`config.mk`:
```
export PLATFORM = sky130hd
export DESIGN_NAME = booth_divider_flat
export DESIGN_NICKNAME = d
export VERILOG_FILES = /design/src/rtl/booth_divider_if.sv /design/src/rtl/booth_divider.sv /design/src/flat_wrapper.sv
export SDC_FILE = /design/constraint.sdc
export NUM_CORES = 1
export LEC_CHECK = 0
export ABC_AREA = 1
export BUFFER_PORTS_ARGS = -buffer_cell sky130_fd_sc_hd__buf_2
export CORE_MARGIN = 1.5
export CORE_UTILIZATION = 65
export CTS_CLUSTER_DIAMETER = 50
export DETAILED_ROUTE_END_ITERATION = 8
export GPL_TIMING_DRIVEN = 0
export PLACE_DENSITY_LB_ADDON = 0.25
export SKIP_LAST_GASP = 1
export SLEW_MARGIN = 25
export SYNTH_ARGS = -nofsm -noshare
export SYNTH_HDL_FRONTEND = slang
export SYNTH_SLANG_ARGS = --single-unit
```
`constraint.sdc`:
```
create_clock -name clk -period 2.9 [get_ports clk]
set_clock_uncertainty 0.05 [all_clocks]
set_input_delay 0 -clock clk [delete_from_list [all_inputs] [get_ports clk]]
set_output_delay 0 -clock clk [all_outputs]
set_load 0.01 [all_outputs]
```
`src/rtl/booth_divider_if.sv`:
```
// Operand/result bus shared with the Booth multiplier: start/inBus toward the
// arithmetic unit, done/outBus/flags back from it.
interface booth_divider_if #(
  parameter int W = 6
) ();

  logic         start;
  logic [W-1:0] inBus;
  logic         done;
  logic [W-1:0] outBus;
  logic         dbz;
  logic         ovf;

  // Requester side: issues operands, receives results.
  modport master (
    output start,
    output inBus,
    input  done,
    input  outBus,
    input  dbz,
    input  ovf
  );

  // Arithmetic-unit side: consumes operands, produces results.
  modport slave (
    input  start,
    input  inBus,
    output done,
    output outBus,
    output dbz,
    output ovf
  );

endinterface

```
`src/rtl/booth_divider.sv`:
```
// Signed two's-complement sequential divider. Dividend then divisor arrive
// serially over inBus; quotient then remainder leave serially over outBus.
// Magnitudes are divided with a restoring loop, one quotient bit per cycle,
// and a final step applies the signs (truncation toward zero).
module booth_divider #(
  parameter int W = 6
) (
  input  logic            clk,
  input  logic            rst,
  booth_divider_if.slave  bus
);

  localparam int CW = (W > 1) ? $clog2(W) : 1;

  typedef enum logic [2:0] {
    S_IDLE    = 3'd0,
    S_LDDVS   = 3'd1,
    S_COMPUTE = 3'd2,
    S_FIX     = 3'd3,
    S_OUTQ    = 3'd4,
    S_OUTR    = 3'd5
  } state_t;

  state_t        state_r;
  logic [W-1:0]  dividend_r;
  logic [W-1:0]  divisor_r;
  logic [W:0]    dvs_mag_r;
  logic [W-1:0]  quo_r;
  logic [W-1:0]  rem_r;
  logic [W-1:0]  res_rem_r;
  logic [CW-1:0] cnt_r;
  logic          done_r;
  logic [W-1:0]  out_r;
  logic          dbz_r;
  logic          ovf_r;

  logic [W:0]    r_sh_s;
  logic          ge_s;
  logic [W-1:0]  diff_s;
  logic [W-1:0]  quo_fix_s;
  logic [W-1:0]  rem_fix_s;
  logic          ovf_s;
  logic [W-1:0]  dvd_abs_s;
  logic [W-1:0]  in_abs_s;

  // Magnitude of a two's-complement value; W unsigned bits hold |-2^(W-1)|.
  function automatic logic [W-1:0] mag(input logic [W-1:0] v);
    if (v[W-1]) begin
      mag = ~v + W'(1);
    end else begin
      mag = v;
    end
  endfunction

  // Two's-complement negation when sel is set, pass-through otherwise.
  function automatic logic [W-1:0] cond_neg(input logic [W-1:0] v, input logic sel);
    if (sel) begin
      cond_neg = ~v + W'(1);
    end else begin
      cond_neg = v;
    end
  endfunction

  // Datapath: restoring trial subtraction and final sign fix-up.
  always_comb begin
    r_sh_s    = {rem_r, quo_r[W-1]};
    ge_s      = (r_sh_s >= dvs_mag_r);
    // The accepted difference is below |divisor| <= 2^(W-1), so W bits suffice.
    diff_s    = r_sh_s[W-1:0] - dvs_mag_r[W-1:0];
    quo_fix_s = cond_neg(quo_r, dividend_r[W-1] ^ divisor_r[W-1]);
    rem_fix_s = cond_neg(rem_r, dividend_r[W-1]);
    ovf_s     = (dividend_r == {1'b1, {(W-1){1'b0}}}) && (divisor_r == {W{1'b1}});
    dvd_abs_s = mag(dividend_r);
    in_abs_s  = mag(bus.inBus);
  end

  // Control FSM with registered result bus and flags.
  always_ff @(posedge clk or posedge rst) begin
    if (rst) begin
      state_r    <= S_IDLE;
      dividend_r <= {W{1'b0}};
      divisor_r  <= {W{1'b0}};
      dvs_mag_r  <= {(W+1){1'b0}};
      quo_r      <= {W{1'b0}};
      rem_r      <= {W{1'b0}};
      res_rem_r  <= {W{1'b0}};
      cnt_r      <= {CW{1'b0}};
      done_r     <= 1'b0;
      out_r      <= {W{1'b0}};
      dbz_r      <= 1'b0;
      ovf_r      <= 1'b0;
    end else begin
      case (state_r)
        S_IDLE: begin
          done_r <= 1'b0;
          out_r  <= {W{1'b0}};
          if (bus.start) begin
            dividend_r <= bus.inBus;
            state_r    <= S_LDDVS;
          end else begin
            state_r    <= S_IDLE;
          end
        end
        S_LDDVS: begin
          divisor_r <= bus.inBus;
          ovf_r     <= 1'b0;
          if (bus.inBus == {W{1'b0}}) begin
            dbz_r   <= 1'b1;
            state_r <= S_FIX;
          end else begin
            dbz_r     <= 1'b0;
            quo_r     <= dvd_abs_s;
            dvs_mag_r <= {1'b0, in_abs_s};
            rem_r     <= {W{1'b0}};
            cnt_r     <= {CW{1'b0}};
            state_r   <= S_COMPUTE;
          end
        end
        S_COMPUTE: begin
          if (ge_s) begin
            rem_r <= diff_s;
            quo_r <= {quo_r[W-2:0], 1'b1};
          end else begin
            rem_r <= r_sh_s[W-1:0];
            quo_r <= {quo_r[W-2:0], 1'b0};
          end
          if (cnt_r == CW'(W-1)) begin
            cnt_r   <= {CW{1'b0}};
            state_r <= S_FIX;
          end else begin
            cnt_r   <= cnt_r + CW'(1);
            state_r <= S_COMPUTE;
          end
        end
        S_FIX: begin
          done_r <= 1'b1;
          if (dbz_r) begin
            out_r     <= {W{1'b1}};
            res_rem_r <= dividend_r;
            ovf_r     <= 1'b0;
          end else begin
            // Most-negative / -1 wraps naturally: |q| = 2^(W-1), r = 0.
            out_r     <= quo_fix_s;
            res_rem_r <= rem_fix_s;
            ovf_r     <= ovf_s;
          end
          state_r <= S_OUTQ;
        end
        S_OUTQ: begin
          done_r  <= 1'b0;
          out_r   <= res_rem_r;
          state_r <= S_OUTR;
        end
        S_OUTR: begin
          done_r  <= 1'b0;
          out_r   <= {W{1'b0}};
          state_r <= S_IDLE;
        end
        default: begin
          done_r  <= 1'b0;
          out_r   <= {W{1'b0}};
          state_r <= S_IDLE;
        end
      endcase
    end
  end

  assign bus.done   = done_r;
  assign bus.outBus = out_r;
  assign bus.dbz    = dbz_r;
  assign bus.ovf    = ovf_r;

endmodule

```
`src/flat_wrapper.sv`:
```
// flat-port wrapper written by rule: the top's interface ports become plain ports
module booth_divider_flat 
#(
  parameter int W = 6
)
  (clk, rst, bus_start, bus_inBus, bus_done, bus_outBus, bus_dbz, bus_ovf);
  booth_divider_if #(.W(W)) bus_i ();
  input  logic clk;
  input  logic rst;
  input wire logic [$bits(bus_i.start)-1:0] bus_start;
  input wire logic [$bits(bus_i.inBus)-1:0] bus_inBus;
  output wire logic [$bits(bus_i.done)-1:0] bus_done;
  output wire logic [$bits(bus_i.outBus)-1:0] bus_outBus;
  output wire logic [$bits(bus_i.dbz)-1:0] bus_dbz;
  output wire logic [$bits(bus_i.ovf)-1:0] bus_ovf;
  assign bus_i.start = bus_start;
  assign bus_i.inBus = bus_inBus;
  assign bus_done = bus_i.done;
  assign bus_outBus = bus_i.outBus;
  assign bus_dbz = bus_i.dbz;
  assign bus_ovf = bus_i.ovf;
  booth_divider #(.W(W)) u_core (.clk(clk), .rst(rst), .bus(bus_i));
endmodule
```
# Yosys cells after proc, flatten, opt, wreduce, memory -nomap -nowiden
# Index checks and enable logic that the tools add are counted.
[word_totals] ff_bits=51 latch_bits=0 mem_bits_rw=0 rom_bits=0 output_inout_bits=9 word_cells=66 mem_count=0
[op_classes] addsub=6 mul=0 n_div=0 n_lt_le_gt_ge=1 n_eq_ne=8 n_shift=0 mux=24 n_bitwise=6 n_reduce_logical=9
[op_table] cell="two-way mux 6 bit" count=9
[op_table] cell="adder 6 x 1 -> 6 bit (second input constant)" count=4
[op_table] cell="inverter 6 bit" count=4
[op_table] cell="one-hot mux 6 bit (2 select lines)" count=2
[op_table] cell="one-hot mux 6 bit (3 select lines)" count=1
[op_table] cell="one-hot mux 3 bit (5 select lines)" count=1
[op_table] cell="== test 6 bit (second input constant)" count=2
[op_table] cell="greater-or-equal comparator 7 x 6 -> 1 bit" count=1
[op_table] cell="== test 3 x 2 -> 1 bit (second input constant)" count=2
[op_table] cell="== test 3 bit (second input constant)" count=2
[op_table] cell="zero test 6 bit" count=1
[op_table] cell="two-way mux 1 bit" count=6
[op_table] cell="two-way mux 3 bit" count=2
[op_table] cell="one-hot mux 3 bit (2 select lines)" count=1
[op_table] cell="AND reduction 2 bit" count=3
[op_table] cell="subtractor 6 bit" count=1
[op_table] cell="one-hot mux 1 bit (2 select lines)" count=2
[op_table] cell="nonzero test 2 bit" count=2
[op_table] cell="adder 3 x 1 -> 3 bit (second input constant)" count=1
[op_table] cell="== test 3 x 1 -> 1 bit (second input constant)" count=1
[op_table] cell="zero test 3 bit" count=1
[op_table] cell="!= test 2 bit (second input constant)" count=1
[op_table] cell="OR reduction 2 bit" count=1
[op_table] cell="logical AND 1 bit" count=1
[op_table] cell="2 further kinds" count=2

# Longest topological paths before layout
[depth] word_depth=5 mapped_depth=12 mapped_depth_nobuf=12

# Worst setup path before layout
# Ideal clock, no wire load.
[synth_timing] kind="reg-to-reg" start="register u_core.quo_r[5]" end="register u_core.rem_r[4]" t_arrival_ps=1488 setup_slack_ps=1238 stages_incl_launch_ff=10 path_buffers=0 synth_period_minus_slack_ps=1662 path_cell_list="dfrtp_1 -> inv_1 -> ha_1 -> inv_1 -> fa_1 -> nand3_1 -> nand2_1 -> xor2_1 -> nand3_1 -> nand3_1"
[synth_via] elab_chain_cells=3 elab_cells_between_ends=4 classes_between="1 x add/sub; 1 x order compare; 2 x mux"
[synth_rtl] element="from (decl)" line="booth_divider.sv:28" source="logic [W-1:0] quo_r;"
[synth_rtl] element="from (signal assigned)" line="booth_divider.sv:84" source="quo_r <= {W{1'b0}};"
[synth_rtl] element="from (signal assigned)" line="booth_divider.sv:112" source="quo_r <= dvd_abs_s;"
[synth_rtl] element="from (signal assigned)" line="booth_divider.sv:122" source="quo_r <= {quo_r[W-2:0], 1'b1};"
[synth_rtl] element="subtractor 6 bit / greater-or-equal comparator 7 x 6 -> 1 bit (equally long branches)" line="booth_divider.sv:69, booth_divider.sv:67"
[synth_rtl] element="two-way mux 6 bit (*)" line="booth_divider.sv:120" source="if (ge_s) begin"
[synth_rtl] element="one-hot mux 6 bit (2 select lines) (*)" line="booth_divider.sv:93" source="case (state_r)"
[synth_rtl] element="to (signal assigned)" line="booth_divider.sv:85" source="rem_r <= {W{1'b0}};"
[synth_rtl] element="to (signal assigned)" line="booth_divider.sv:121" source="rem_r <= diff_s;"
[synth_rtl] element="to (signal assigned)" line="booth_divider.sv:124" source="rem_r <= r_sh_s[W-1:0];"
[synth_rtl] element="to (decl)" line="booth_divider.sv:29" source="logic [W-1:0] rem_r;"
# Every way passes the cells marked *; elsewhere a longest branch is shown, timed or not.
# A chain may end at the register's enable or synchronous reset.

# Worst setup path in the final report
[layout_timing] start="register u_core.rem_r[3]" end="register u_core.rem_r[3]"
[layout_via] elab_chain_cells=3
[layout_rtl] element="from (signal assigned)" line="booth_divider.sv:85"
[layout_rtl] element="from (signal assigned)" line="booth_divider.sv:114" source="rem_r <= {W{1'b0}};"
[layout_rtl] element="from (signal assigned)" line="booth_divider.sv:121"
[layout_rtl] element="greater-or-equal comparator 7 x 6 -> 1 bit" line="booth_divider.sv:67" source="ge_s = (r_sh_s >= dvs_mag_r);"
[layout_rtl] element="two-way mux 6 bit" line="booth_divider.sv:120"
[layout_rtl] element="one-hot mux 6 bit (2 select lines)" line="booth_divider.sv:93"
# Every way passes these cells.

==> results.md <==
- CP Capture Type: flip-flop
- Area delta synth->final: 13.02%
- Worst Path Required: 3.10 ns
- Hold path start: bus_start
- Share of synthesized flip-flops with an asynchronous set or reset: 1.000
- RSZ-0062 raised after global routing: no
- Yosys reg bits: 51
- Clock Tree Root: clkbuf_8
- Seq/Total Area, Yosys: 0.4412
- Post-synth top flop: dfrtp_1
- Minimum clock period: roughly 1.9 ns
- Reg2reg end: u_core.rem_r[3]
- Final period util: 0.6437
- Htree depth: 2
- Num ports: 18
- Horiz. Die Dim: about 70 um
- First-pass GRT wire length: around 11000 um
- Final Max Slew Viols: 0
- Area of the multi-input gates: roughly 1400 um2
- Core footprint: between 4000 and 5000 um2
- First-pass DRT Iterations: 4
- Place WS: between 1 and 1.5 ns
- Final Wtd Congestion: ~0.90
- Setup CP Type: flip-flop to flip-flop
- GRT overflow: 0
- Fin cells: 461
- DRT antenna net count: 0
- # rows: 24
- Ant diodes: 0
- FF-to-FF setup slack: about 1.0 ns
- CTS max path bufs: 2
- Startpoint Class: flip-flop
- Worst-Margin Slew: 0.4033 ns
- Status: completed
- Detailed placer's ending HPWL: about 4800 um
- Count of final setup violators: 0
- Drc violations: 0
- Cell variety after synth: 30
- Die ar.: between 4000 and 5000 um2
- Die height: 69.71 um
- DRT iter0 DRCs: 132
- Routed WL: 6402 um
- P_leak: ~1.7 nW
- Seq. cell area: 1276 um2
- Synthesized instance count: roughly 380
- FF-to-FF Start: u_core.rem_r[3]
- Initial antenna violation count: 0
- Routed vias: 2609
- Synth Cell Area: between 2000 and 3000 um2
- Nets: 429
- Power per cell area: between 1000 and 1500 nW/um2
- Share of cells above drive strength 1: 0.1174
- Worst-skew pair later-pin latency: between 0.3 and 0.4 ns
- Reg2Reg Depth: 10
- Max Cap Viol: 0
- Setup Buffers After CTS: 0
- PortBufs: 17
- Setup TNS: 0 ns
- Crit path max fanout: 8
- Total CTS buffers: 5
- Fin worst setup slack: about 1.0 ns
- Slew margin rel.: 0.7307
- F_max: 0.5357 GHz
- EDFF count, synth: 0
- Worst hold-check path type: input pin to flip-flop
- Average via count per standard cell: about 5.7
- Initial Util: 0.6690
- Hold Path Stages: 4
- Synthesized area per cell: 7.694 um2
- GRT Total Usage: 0.2828
- Overall Power: roughly 3.7 mW
- Clock-pin slew on the worst setup and hold paths: approximately 0.090 ns
- Hold Crit Endpoint: u_core.dividend_r[0]
- Yosys warning total: 0
- Clock Sinks: slightly above 50
- Fin. Hold Viols: 0
- Routed WL per cell: roughly 14 um
- CTS tree: built
- Final Core Density: 0.7561
- Syn_nets: around 400
- Fillers: between 300 and 400
- Pin count of the biggest net entering global routing: 34
- CP arrival: approximately 2.1 ns
- Vias in the first global route: ~2500
- Dpl cells: between 400 and 500
- Max VDD drop: 0.7171 mV
-- synthesized netlist by cell type (3+ instances only) --
library cell	number	area (um2)
nand2_1	106	397.9
dfrtp_1	51	1276
nand3_1	42	210.2
inv_1	41	153.9
o21ai_0	34	170.2
nor2_1	17	63.81
a21oi_1	11	55.05
ha_1	11	137.6
inv_2	8	30.03
nor3_1	8	40.04
xor2_1	7	61.31
nand4_1	6	37.54
o211ai_1	5	37.54
clkbuf_1	3	11.26
nor2_2	3	18.77
xnor2_1	3	26.28
-- final cells by class --
cell class	count	area share
well taps	52	0.01990
plain buffers	6	0.009568
inverters	51	0.05932
clock inverters	3	0.02067
flip-flops and latches	51	0.3904
clock buffers	5	0.02105
multi-input cells	268	0.4256
repair buffers	25	0.05358
-- cell families after synthesis --
| family | share of synthesized area |
|---|---|
| and+or+nand+nor | 0.2868 |
| buffers and inverters | 0.07785 |
| AOI/OAI and AO/OA | 0.1038 |
| DFF | 0.4412 |
| adders and majority gates | 0.05450 |
| xor gates and xnor gates | 0.03590 |
-- per-layer routing --
| metal | global-route usage | up-vias | share of wire |
|---|---|---|---|
| met1 | 0.3702 | 1230 | 0.45 |
| met2 | 0.4712 | 71 | 0.48 |
| met3 | 0.05814 | 17 | 0.048 |
| li1 | - | 1291 | - |
| met5 | 0 | - | 0 |
| met4 | 0.09829 | 0 | 0.022 |
-- through the flow --
step	instance area [um2]	hold slack [ns]
floorplan	2893	0.07095
CTS	3269	0.03540
detailed placement	3063	-0.03083
global route	3269	0.05092
finish	3269	0.02695
global placement	3043	0.2454
-- worst max path at each step --
stage	startpoint	end	cells after the start
floorplan	u_core.quo_r[5]	u_core.rem_r[4]	9
global placement	rst	u_core.rem_r[5]	2
detailed placement	u_core.rem_r[3]	u_core.rem_r[0]	10
CTS	u_core.rem_r[3]	u_core.rem_r[0]	10
global route	u_core.rem_r[3]	u_core.rem_r[0]	10
finish	u_core.rem_r[3]	u_core.rem_r[3]	10
-- state kept, by name (all words and copies together), names as in the netlist --
name and cells:
u_core.dvs_mag_r 6, u_core.bus.dbz 1, u_core.bus.ovf 1, u_core.bus.done 1
u_core.state_r 3, u_core.bus.outBus 6, u_core.dividend_r 6, u_core.cnt_r 3
u_core.quo_r 6, u_core.res_rem_r 6, u_core.divisor_r 6, u_core.rem_r 6
-- repair_timing --
action | CTS | global route
hold buffers | 7 | 0
gates resized for setup | 0 | 0
endpoints found under the hold margin | 64 | 0
-- cell usage in the layout, fill, tap and decap left out, types with 3 or more instances in the layout --
master | Yosys | final
a21oi_1 | 11 | 11
buf_2 | 1 | 18
clkbuf_1 | 3 | 3
clkbuf_8 | 0 | 5
dfrtp_1 | 51 | 51
dlygate4sd3_1 | 0 | 7
ha_1 | 11 | 11
inv_1 | 41 | 40
inv_2 | 8 | 9
nand2_1 | 106 | 106
nand3_1 | 42 | 42
nand4_1 | 6 | 6
nor2_1 | 17 | 17
nor2_2 | 3 | 3
nor3_1 | 8 | 8
o211ai_1 | 5 | 5
o21ai_0 | 34 | 34
xnor2_1 | 3 | 3
xor2_1 | 7 | 7
-- worst max-delay path, cell delays in order, from the launching register on --
cell and delay, ns:
dfrtp_1 0.48, ha_1 0.39, nand2_1 0.08, nand2_1 0.06, nand2_1 0.06, nand2_1 0.04, nor2_1 0.14, nand2_2 0.15
nor2_2 0.20, nand2_1 0.08, nand3_1 0.07
-- power by group --
part	total, mW	switching (mW)	internal [mW]	leakage [nW]
clock	0.585	0.241	0.344	0.0644
sequential	1.28	0.277	1.00	0.653
combinational	1.83	1.16	0.663	0.946
No activity file was read; power rests on OpenSTA's default activity.
